$ cat config.mk
export PLATFORM = sky130hd
export DESIGN_NAME = serial_add4b_flat
export DESIGN_NICKNAME = d
export VERILOG_FILES = /design/src/rtl/serial_add4b_if.sv /design/src/rtl/serial_add4b.sv /design/src/flat_wrapper.sv
export SDC_FILE = /design/constraint.sdc
export NUM_CORES = 1
export LEC_CHECK = 0
export CORE_UTILIZATION = 48
export DETAILED_ROUTE_END_ITERATION = 10
export PLACE_DENSITY = 0.77
export SLEW_MARGIN = 0
export SYNTH_ARGS = -nofsm -noshare
export SYNTH_HDL_FRONTEND = slang
export SYNTH_SLANG_ARGS = --single-unit
$ cat constraint.sdc
create_clock -name clk -period 1.4 [get_ports clk]
set_input_delay 0.28 -clock clk [delete_from_list [all_inputs] [get_ports clk]]
set_output_delay 0.28 -clock clk [all_outputs]
set_load 0.005 [all_outputs]
$ cat src/rtl/serial_add4b_if.sv
// Start/done handshake bundle for the bit-serial adder.
// The master drives the operands and start; the slave returns the result.
interface serial_add4b_if #(
   parameter int WIDTH = 4
);
   logic             start;
   logic [WIDTH-1:0] a;
   logic [WIDTH-1:0] b;
   logic             cin;
   logic             busy;
   logic             done;
   logic [WIDTH-1:0] sum;
   logic             cout;
   logic             overflow;

   modport master (
      output start, a, b, cin,
      input  busy, done, sum, cout, overflow
   );

   modport slave (
      input  start, a, b, cin,
      output busy, done, sum, cout, overflow
   );
endinterface

$ cat src/rtl/serial_add4b.sv
// Bit-serial ripple adder: one full-adder cell reused over WIDTH cycles,
// LSB first, returning sum, carry-out and signed overflow.
module serial_add4b #(
   parameter int WIDTH = 4
) (
   input  logic           clk,
   input  logic           rst,
   serial_add4b_if.slave  bus
);
   localparam int CW = $clog2(WIDTH);

   typedef enum logic [1:0] {
      IDLE,
      RUN,
      DONE
   } state_e;

   state_e           state_q, state_d;
   logic [WIDTH-1:0] a_sh_q, a_sh_d;
   logic [WIDTH-1:0] b_sh_q, b_sh_d;
   logic [WIDTH-1:0] res_q, res_d;
   logic [CW-1:0]    cnt_q, cnt_d;
   logic             c_q, c_d;
   logic [WIDTH-1:0] sum_q, sum_d;
   logic             cout_q, cout_d;
   logic             ovf_q, ovf_d;

   logic             s_bit;
   logic             c_nxt;
   logic             accept;

   assign s_bit  = a_sh_q[0] ^ b_sh_q[0] ^ c_q;
   assign c_nxt  = (a_sh_q[0] & b_sh_q[0])
                 | (a_sh_q[0] & c_q)
                 | (b_sh_q[0] & c_q);
   assign accept = bus.start
                 & ((state_q == IDLE) | (state_q == DONE));

   always_comb begin
      state_d = state_q;
      a_sh_d  = a_sh_q;
      b_sh_d  = b_sh_q;
      res_d   = res_q;
      cnt_d   = cnt_q;
      c_d     = c_q;
      sum_d   = sum_q;
      cout_d  = cout_q;
      ovf_d   = ovf_q;
      unique case (state_q)
         IDLE, DONE: begin
            if (accept) begin
               a_sh_d  = bus.a;
               b_sh_d  = bus.b;
               c_d     = bus.cin;
               cnt_d   = '0;
               state_d = RUN;
            end else begin
               state_d = IDLE;
            end
         end
         RUN: begin
            res_d  = {s_bit, res_q[WIDTH-1:1]};
            a_sh_d = a_sh_q >> 1;
            b_sh_d = b_sh_q >> 1;
            c_d    = c_nxt;
            cnt_d  = cnt_q + CW'(1);
            // c_q here is the carry into the MSB on the final step
            if (cnt_q == CW'(WIDTH - 1)) begin
               sum_d   = res_d;
               cout_d  = c_nxt;
               ovf_d   = c_q ^ c_nxt;
               state_d = DONE;
            end
         end
         default: state_d = IDLE;
      endcase
   end

   always_ff @(posedge clk) begin
      if (rst) begin
         state_q <= IDLE;
         a_sh_q  <= '0;
         b_sh_q  <= '0;
         res_q   <= '0;
         cnt_q   <= '0;
         c_q     <= 1'b0;
         sum_q   <= '0;
         cout_q  <= 1'b0;
         ovf_q   <= 1'b0;
      end else begin
         state_q <= state_d;
         a_sh_q  <= a_sh_d;
         b_sh_q  <= b_sh_d;
         res_q   <= res_d;
         cnt_q   <= cnt_d;
         c_q     <= c_d;
         sum_q   <= sum_d;
         cout_q  <= cout_d;
         ovf_q   <= ovf_d;
      end
   end

   assign bus.busy     = (state_q == RUN);
   assign bus.done     = (state_q == DONE);
   assign bus.sum      = sum_q;
   assign bus.cout     = cout_q;
   assign bus.overflow = ovf_q;
endmodule

$ cat src/flat_wrapper.sv
// flat-port wrapper written by rule: the top's interface ports become plain ports
module serial_add4b_flat 
#(
   parameter int WIDTH = 4
)
  (clk, rst, bus_start, bus_a, bus_b, bus_cin, bus_busy, bus_done, bus_sum, bus_cout, bus_overflow);
  serial_add4b_if #(.WIDTH(WIDTH)) bus_i ();
  input  logic clk;
  input  logic rst;
  input wire logic [$bits(bus_i.start)-1:0] bus_start;
  input wire logic [$bits(bus_i.a)-1:0] bus_a;
  input wire logic [$bits(bus_i.b)-1:0] bus_b;
  input wire logic [$bits(bus_i.cin)-1:0] bus_cin;
  output wire logic [$bits(bus_i.busy)-1:0] bus_busy;
  output wire logic [$bits(bus_i.done)-1:0] bus_done;
  output wire logic [$bits(bus_i.sum)-1:0] bus_sum;
  output wire logic [$bits(bus_i.cout)-1:0] bus_cout;
  output wire logic [$bits(bus_i.overflow)-1:0] bus_overflow;
  assign bus_i.start = bus_start;
  assign bus_i.a = bus_a;
  assign bus_i.b = bus_b;
  assign bus_i.cin = bus_cin;
  assign bus_busy = bus_i.busy;
  assign bus_done = bus_i.done;
  assign bus_sum = bus_i.sum;
  assign bus_cout = bus_i.cout;
  assign bus_overflow = bus_i.overflow;
  serial_add4b #(.WIDTH(WIDTH)) u_core (.clk(clk), .rst(rst), .bus(bus_i));
endmodule
# Yosys cells after proc, flatten, opt, wreduce, memory -nomap -nowiden
# Cells that the tools add are included.
[word_totals]
elab_cells = 41
ff_bits = 23
output_inout_bits = 8
inputBits = 12
[classes]
add_sub_neg = 1
eq_ne = 5
bitwise_logic = 10
n_reduce_logical = 5
n_mux = 11
[op_table]
columns = ["op", "count"]
rows = [
  ["$pmux 4 s2", 2],
  ["$mux 4", 2],
  ["$pmux 2 s2", 2],
  ["$and 1x1->1", 4],
  ["$eq 2x2->1 const B", 2],
  ["$mux 2", 2],
  ["$ne 2x1->1 const B", 2],
  ["$reduce_and 2->1", 2],
  ["$or 1x1->1", 3],
  ["$xor 1x1->1", 3],
  ["$add 2x1->2 const B", 1],
  ["$eq 2x1->1 const B", 1],
  ["$logic_not 2->1", 1],
  ["$mux 1", 2],
  ["$pmux 1 s2", 1],
  ["$reduce_bool 2->1", 1],
  ["$reduce_or 2->1", 1],
]

# Logic depth before layout (Yosys ltp)
# Gate-level depths: netlist (run 1).
[logic_depth]
ltp_word = 5
ltp_mapped = 5
ltp_nobuf = 4

# Worst setup path after synthesis (run 1)
# Ideal clock, no wire load.
[synth_timing]
path_kind = "flip-flop to flip-flop"
from = "register u_core.c_q"
to = "register u_core.ovf_q, in the netlist u_core.bus.overflow"
setup_ns = 0.132
period_less_slack_ns = 1.217
n_path_buf = 0
required_time_ns = 1.268
stages_incl_launch_ff = 5
path_slack_ns = 0.183
arrival_ns = 1.085
path_cell_list = "dfxtp_1 fa_1 xor2_1 nand3_1 a21oi_1"
[synth_between]
elab_chain_len = 4
elab_cells_between_ends = 5
classes_between = "5 x bitwise"
[synth_lines]
columns = ["element", "line_no", "source"]
rows = [
  ["start, declared", "serial_add4b.sv:23", "logic c_q, c_d;"],
  ["start signal, assigned", "serial_add4b.sv:86", "c_q <= 1'b0;"],
  ["start signal, assigned", "serial_add4b.sv:96", "c_q <= c_d;"],
  ["$and 1x1->1", "serial_add4b.sv:34", "| (a_sh_q[0] & c_q)"],
  ["$or 1x1->1", "serial_add4b.sv:34", ""],
  ["$or 1x1->1 *", "serial_add4b.sv:35", "| (b_sh_q[0] & c_q);"],
  ["named net u_core.c_nxt", "serial_add4b.sv:29", "logic c_nxt;"],
  ["$xor 1x1->1 *", "serial_add4b.sv:71", "ovf_d = c_q ^ c_nxt;"],
  ["end signal, assigned", "serial_add4b.sv:99", "ovf_q <= ovf_d;"],
  ["end, declared", "serial_add4b.sv:26", "logic ovf_q, ovf_d;"],
]
# Mark *: on every way through the listed nets, which the timed path passes. The rest lies on a longest branch.
# A chain may end at the register's enable or synchronous reset.

# Final worst setup path (run 1)
[layout_timing]
from = "register u_core.state_q[1]"
to = "output port bus_busy"
[layout_between]
elab_chain_len = 1
[layout_lines]
columns = ["element", "line_no", "source"]
rows = [
  ["start, declared", "serial_add4b.sv:18", "state_e state_q, state_d;"],
  ["start signal, assigned", "serial_add4b.sv:91", "state_q <= state_d;"],
  ["$eq 2x1->1", "serial_add4b.sv:103", "assign bus.busy = (state_q == RUN);"],
  ["end, declared", "flat_wrapper.sv:14", "output wire logic [$bits(bus_i.busy)-1:0] bus_busy;"],
]
# No other way between the ends.

==> metrics.md, run 1 <==
| Metric | Value |
|---|---|
| Run status | complete, no violations |
| Slew Limit Fails | 0 |
| Die width | about 45 µm |
| CP max stage delay | ~0.34 ns |
| Comb pwr share | 0.150 |
| Post-synthesis cell type count | 19 |
| Cell row count | 15 |
| Max Cap Violations | 0 |
| Post-Route WL | 1.70 mm |
| Sw frac | 0.243 |
| DR vias | between 700 and 800 |
| Antenna violations before repair | 0 |
| Nets | ~150 |
| # IOs | 20 |
| Port buffer count | 19 |
| Post-synthesis mux area share | 0 |
| Yosys reg bits | 22 |
| Post-route clock skew | just over 0.002 ns |
| M3 GR Usage | 0.0360 |
| Placed cell area | between 1000 and 1500 µm² |
| Final Instance Area | between 1000 and 1500 µm² |
| Final RePlAce weighted congestion | around 0.74 |
| Met2 Use GR | 0.359 |
| CP top delay family | flip-flops |
| Sw Pwr | between 0.0002 and 0.0003 W |
| Root Driver | clkbuf_4 |
| Fmax | 0.748 GHz |
| WP buf/inv | 3 |
| Skew-Pair Late Insertion Delay | between 0.2 and 0.3 ns |
| Starting DRT DRC Count | 15 |
| Crit-path cells | buf_4 -> nand2b_4 -> inv_2 -> buf_2 |
| Yosys top cell by area | dfxtp_1 |
| Fin cells | around 160 |
| Worst slew pin tran | about 0.24 ns |
| Post-DP HPWL | ~1.2 mm |
| Internal | between 0.0009 and 0.001 W |
| Global route overflow | 0 |
| Largest net degree at the start of global routing | 23 |
| Post-Syn Area per Cell | ~8.3 µm² |
| Final setup viols | 0 |
| Post-synthesis compound-gate area fraction | 0.148 |
| Post-Synth Simple-Gate Area | 0.259 |
| Die area | 2060 µm² |
| Final Critical Period | about 1.3 ns |
| Remaining DRCs | 0 |
| Net Count, Synth | between 100 and 150 |
| Setup tns final | 0 ns |
| Most used routing layer | met2 |
| Number of global-route vias before repair | about 700 |
| Area delta synth->final | 31.1% |
| Clock buffer depth | 2 |
| Cell count after synthesis | between 100 and 150 |
| Reg clk slew, reported paths | approximately 0.12 ns |
| CP Capture Type | primary output |
| Final hold violations | 0 |
| Pwr/cell area | 1010 nW/µm² |
| CTS tree | yes |
| Ant diodes | 0 |
| Post-Synth Adder-Cell Area | 0.0361 |
| M1 GR Usage | 0.236 |
| CP max-delay cell | dfxtp_2 |
| Crit path launch type | register |
| Yosys top cell area share | 0.488 |
| Max-slew headroom at the worst pin | 0.838 |
| Drt wl/cell | approximately 11 µm |
| Vias/cell | around 5.0 |
| Dpl cells | 150 |
| P_leak | ~0.48 nW |
| Chip height | roughly 45 µm |
| Worst EP arrival | roughly 1.1 ns |
| Total power | approximately 0.0012 W |
| First-pass GRT wire length | 2.95 mm |
| Crit-path max FO | 2 |
| Core Footprint | ~1700 µm² |
| Maximum vdd drop | approximately 0.0007 V |
| Worst Hold Class | reg2reg |
| Pre-antenna DRT Iters | 4 |
| Sequential group share of total power | 0.569 |
| CP Class | reg2out |
| H-tree depth reported by CTS | 1 |
| Register area share after synthesis | 0.488 |
| Total GRT Usage | 0.201 |
| Top post-synthesis cells by area | dfxtp_1 (49%), nand2_1 (12%), a21oi_1 (7.2%), a311oi_1 (6.8%), nand3_1 (5.5%) |
| Largest family of logic cells by synthesized area | simple AND/OR/NAND/NOR gates |
| CTS sink count | 22 |
| Synth warn | 0 |
| Commonest non-fill, non-tap cell in the layout | nand2_1 |
| Total CTS buffers | 3 |
| Routed Antenna Nets | 0 |
| Clock network power share | 0.281 |
| Post-Synth XOR/XNOR Area | 0.00971 |
| Initial core utilization | 0.517 |
| Required time worst endpoint | ~1.1 ns |
| Most frequent cells in the layout | nand2_1 (29), dfxtp_1 (14), a21oi_1 (13), clkdlybuf4s50_1 (11), nand3_1 (10) |
| Mapped Area | around 900 µm² |
| Final period utilization | 0.955 |
| Share of post-route cells with drive strength above 1 | 0.183 |
| Final core utilization | 0.677 |
-- state kept, by name (all words and copies together), names as in the netlist --
signal               flops
u_core.bus.cout          1
u_core.res_q             3
u_core.bus.overflow      1
u_core.cnt_q             2
u_core.c_q               1
u_core.bus.sum           4
u_core.a_sh_q            4
u_core.b_sh_q            4
u_core.state_q           2
-- cell type report --
cell class | count | area [µm²]
clock buffer | 4 | 36.3
fill | 164 | 563
inverter | 1 | 3.75
multi-input combinational | 78 | 419
sequential | 22 | 450
tap | 25 | 31.3
timing repair buffer | 26 | 241
-- power by group through the flow --
stage                     registers [W]  logic, W  clock network, W
after CTS                      0.000681  0.000178          0.000351
after detailed placement       0.000696  0.000171                 0
after global placement         0.000695  0.000165                 0
final                          0.000682  0.000180          0.000337
after global routing           0.000687  0.000205          0.000374
after floorplan                0.000690  0.000112                 0
-- cells in the mapped netlist --
cell type	number
fa_1	1
or2b_2	1
buf_2	3
ha_1	1
nand2_1	29
a21oi_1	13
a311oi_1	7
inv_1	1
nor2b_1	2
nor2_1	9
buf_4	2
dfxtp_1	22
xor2_1	1
nand3b_1	1
o21a_1	1
nand2b_1	2
clkbuf_1	2
buf_6	1
nand3_1	10
-- worst reg2reg max path, cell delays in order (launching register included) --
cell	delay (ns)
dfxtp_1	0.38
fa_2	0.43
xor2_1	0.19
nand3_1	0.10
a21oi_1	0.14
-- worst paths after layout --
check,startpoint,end,slack (ns),cells after the start
max,u_core.state_q[1],bus_busy,0.06,4
max reg2reg,u_core.c_q,u_core.bus.overflow,0.10,4
min,u_core.bus.overflow,u_core.bus.overflow,0.46,2
min reg2reg,u_core.bus.overflow,u_core.bus.overflow,0.46,2
-- layer usage --
metal	vias up	part of all wire
li1	410	-
met1	351	0.43
met2	19	0.52
met3	4	0.035
met4	0	0.011
met5	-	0
-- logic make-up (layout without fill, tap and decap cells) --
group | after synthesis | in the layout
fa+ha+maj | 2 | 2
xor+xnor | 1 | 1
simple gates | 54 | 54
flops | 22 | 22
compound gates | 21 | 21
buf+inv | 9 | 31
-- metrics by stage --
stage,worst slack [ns],hold slack [ns]
global placement,-0.0602,0.441
floorplan,0.183,0.352
CTS,0.0537,0.456
finish,0.0624,0.456
global route,-0.0305,0.483
detailed placement,-0.145,0.443
-- timing repair --
| item | in CTS | in global routing |
|---|---|---|
| hold buffers | 0 | 0 |
| setup buffers | 2 | 0 |
| setup endpoints to repair | 8 | 1 |
| resized for setup | 21 | 1 |
Note: power is estimated with default switching activity, not from simulation.
==> run 2, diff against run 1 <==
--- a/config.mk
+++ b/config.mk
@@ -5,9 +5,10 @@
 export SDC_FILE = /design/constraint.sdc
 export NUM_CORES = 1
 export LEC_CHECK = 0
-export CORE_UTILIZATION = 48
+export CORE_UTILIZATION = 51
 export DETAILED_ROUTE_END_ITERATION = 10
-export PLACE_DENSITY = 0.77
+export PLACE_DENSITY = 0.81
+export SETUP_SLACK_MARGIN = 0.4
 export SLEW_MARGIN = 0
 export SYNTH_ARGS = -nofsm -noshare
 export SYNTH_HDL_FRONTEND = slang
==> constraint.sdc (replaced) <==
create_clock -name clk -period 1.7 [get_ports clk]
set_input_delay 0.34 -clock clk [delete_from_list [all_inputs] [get_ports clk]]
set_output_delay 0.34 -clock clk [all_outputs]
set_load 0.005 [all_outputs]
==> run 2 against run 1 <==
Via count is 2.4% higher. Wire length is 5.2% higher. Largest cell class unchanged. Combinational power is 20% lower. Highest routed layer is now met3. Register-to-register slack better by 0.38 ns. Power is 17% lower.
==> metrics.md, run 2 (same netlist as run 1, synthesis figures left out) <==
| Metric | Value |
|---|---|
| Ant diodes | 0 |
| Starting DRT DRC Count | 10 |
| Worst Hold Class | reg2reg |
| Run status | complete, no violations |
| Port buffer count | 19 |
| Slew Limit Fails | 0 |
| Post-route clock skew | around 0.0017 ns |
| Fin Hold WS | 0.457 ns |
| Most frequent cells in the layout | nand2_1 (29), a21oi_1 (13), dfxtp_1 (13), clkdlybuf4s50_1 (11), nand3_1 (10) |
| Final hold violations | 0 |
| Root Driver | clkbuf_4 |
| Setup tns final | 0 ns |
| H-tree depth reported by CTS | 1 |
| # IOs | 20 |
| Final Instance Area | around 1200 µm² |
| CTS tree | yes |
| Final setup viols | 0 |
| Fmax | ~0.8 GHz |
| Vias/cell | ~5.5 |
| Maximum vdd drop | just under 0.0006 V |
| Chip height | 44.1 µm |
| Required time worst endpoint | approximately 1.4 ns |
| Reg clk slew, reported paths | roughly 0.12 ns |
| Final RePlAce weighted congestion | between 0.7 and 0.8 |
| Max Cap Violations | 0 |
| Die area | 1940 µm² |
| DR vias | approximately 800 |
| Hold Crit Start | u_core.bus.cout |
| Pwr/cell area | roughly 860 nW/µm² |
| CP Capture Type | primary output |
| Antenna violations before repair | 0 |
| First-pass GRT wire length | ~3 mm |
| Placed cell area | approximately 1100 µm² |
| Area delta synth->final | 28.0% |
| Crit Reg-Reg Startpoint | u_core.c_q |
| RSZ-0062 raised after global routing | true |
| Final Critical Period | about 1.3 ns |
| Global route overflow | 0 |
| Post-Route WL | 1.79 mm |
| Share of post-route cells with drive strength above 1 | 0.200 |
| Commonest non-fill, non-tap cell in the layout | nand2_1 |
| Clock buffer depth | 2 |
| Worst EP arrival | between 0.9 and 1 ns |
| Number of global-route vias before repair | 721 |
| Initial core utilization | 0.572 |
| Total CTS buffers | 3 |
| Skew-Pair Late Insertion Delay | 0.30 ns |
| Crit-path max FO | 3 |
| Core Footprint | about 1600 µm² |
| Remaining DRCs | 0 |
| Routed Antenna Nets | 0 |
| P_leak | around 0.47 nW |
| Drt wl/cell | 12.3 µm |
| Final period utilization | 0.756 |
| Pre-antenna DRT Iters | 6 |
| Final core utilization | 0.733 |
| Nets | approximately 150 |
| Cell row count | 14 |
| Die width | between 40 and 50 µm |
| CP Launch Point | u_core.state_q[1] |
| CP Class | reg2out |
| Max-slew headroom at the worst pin | 0.837 |
| Total GRT Usage | 0.207 |
| Crit path launch type | register |
| Largest net degree at the start of global routing | 23 |
| Post-DP HPWL | roughly 1.2 mm |
| CTS sink count | 22 |
| Worst slew pin tran | ~0.24 ns |
-- run 2: cell count changes in the layout (fill, tap and decap cells not counted), sizes merged --
| cell | change |
|---|---|
| buf | -1 |
| clkbuf | +1 |
| dlygate4sd2 | -1 |
-- run 2: final timing paths --
check	slack, ns	cells after the start	end
worst max-delay path	0.41	3	bus_busy
worst min-delay path	0.46	2	u_core.bus.cout
worst max register to register	0.48	4	u_core.bus.overflow
worst min register to register	0.46	2	u_core.bus.cout
-- run 2: critical path, cell delays in order, from the launching register on --
cell      delay, ns
dfxtp_2        0.34
nand2b_4       0.14
inv_2          0.06
clkbuf_2       0.10
-- run 2: final cells by class --
type | instances | area, µm²
Sequential cell | 22 | 452
Multi-Input combinational cell | 78 | 425
Fill cell | 142 | 422
Timing Repair Buffer | 25 | 218
Clock buffer | 4 | 36.3
Tap cell | 16 | 20.0
Inverter | 1 | 3.75
-- run 2: what timing repair did --
action | CTS | global route
setup buffers | 1 | 0
hold buffers | 0 | 0
gates resized for setup | 21 | 5
setup endpoints to repair | 9 | 4
-- run 2: power breakdown --
group,internal (W),switching (W),leakage [nW]
combinational,0.0000700,0.0000739,0.266
clock,0.000131,0.000157,0.0210
sequential,0.000543,0.0000205,0.184
-- run 2: layer usage --
layer	up-vias	GRT usage	part of all wire
met5	-	0	0
met4	0	0.0727	0
met3	0	0.0367	0.032
met2	20	0.371	0.56
met1	375	0.246	0.41
li1	408	-	-
-- run 2: through the flow --
step                      total power [W]  setup slack (ns)  std cells
final                            0.000995             0.414        146
after global routing              0.00104             0.355        146
after CTS                        0.000993             0.242        146
after detailed placement         0.000712             0.102        141
after global placement           0.000703             0.185        141
after floorplan                  0.000661             0.483        109
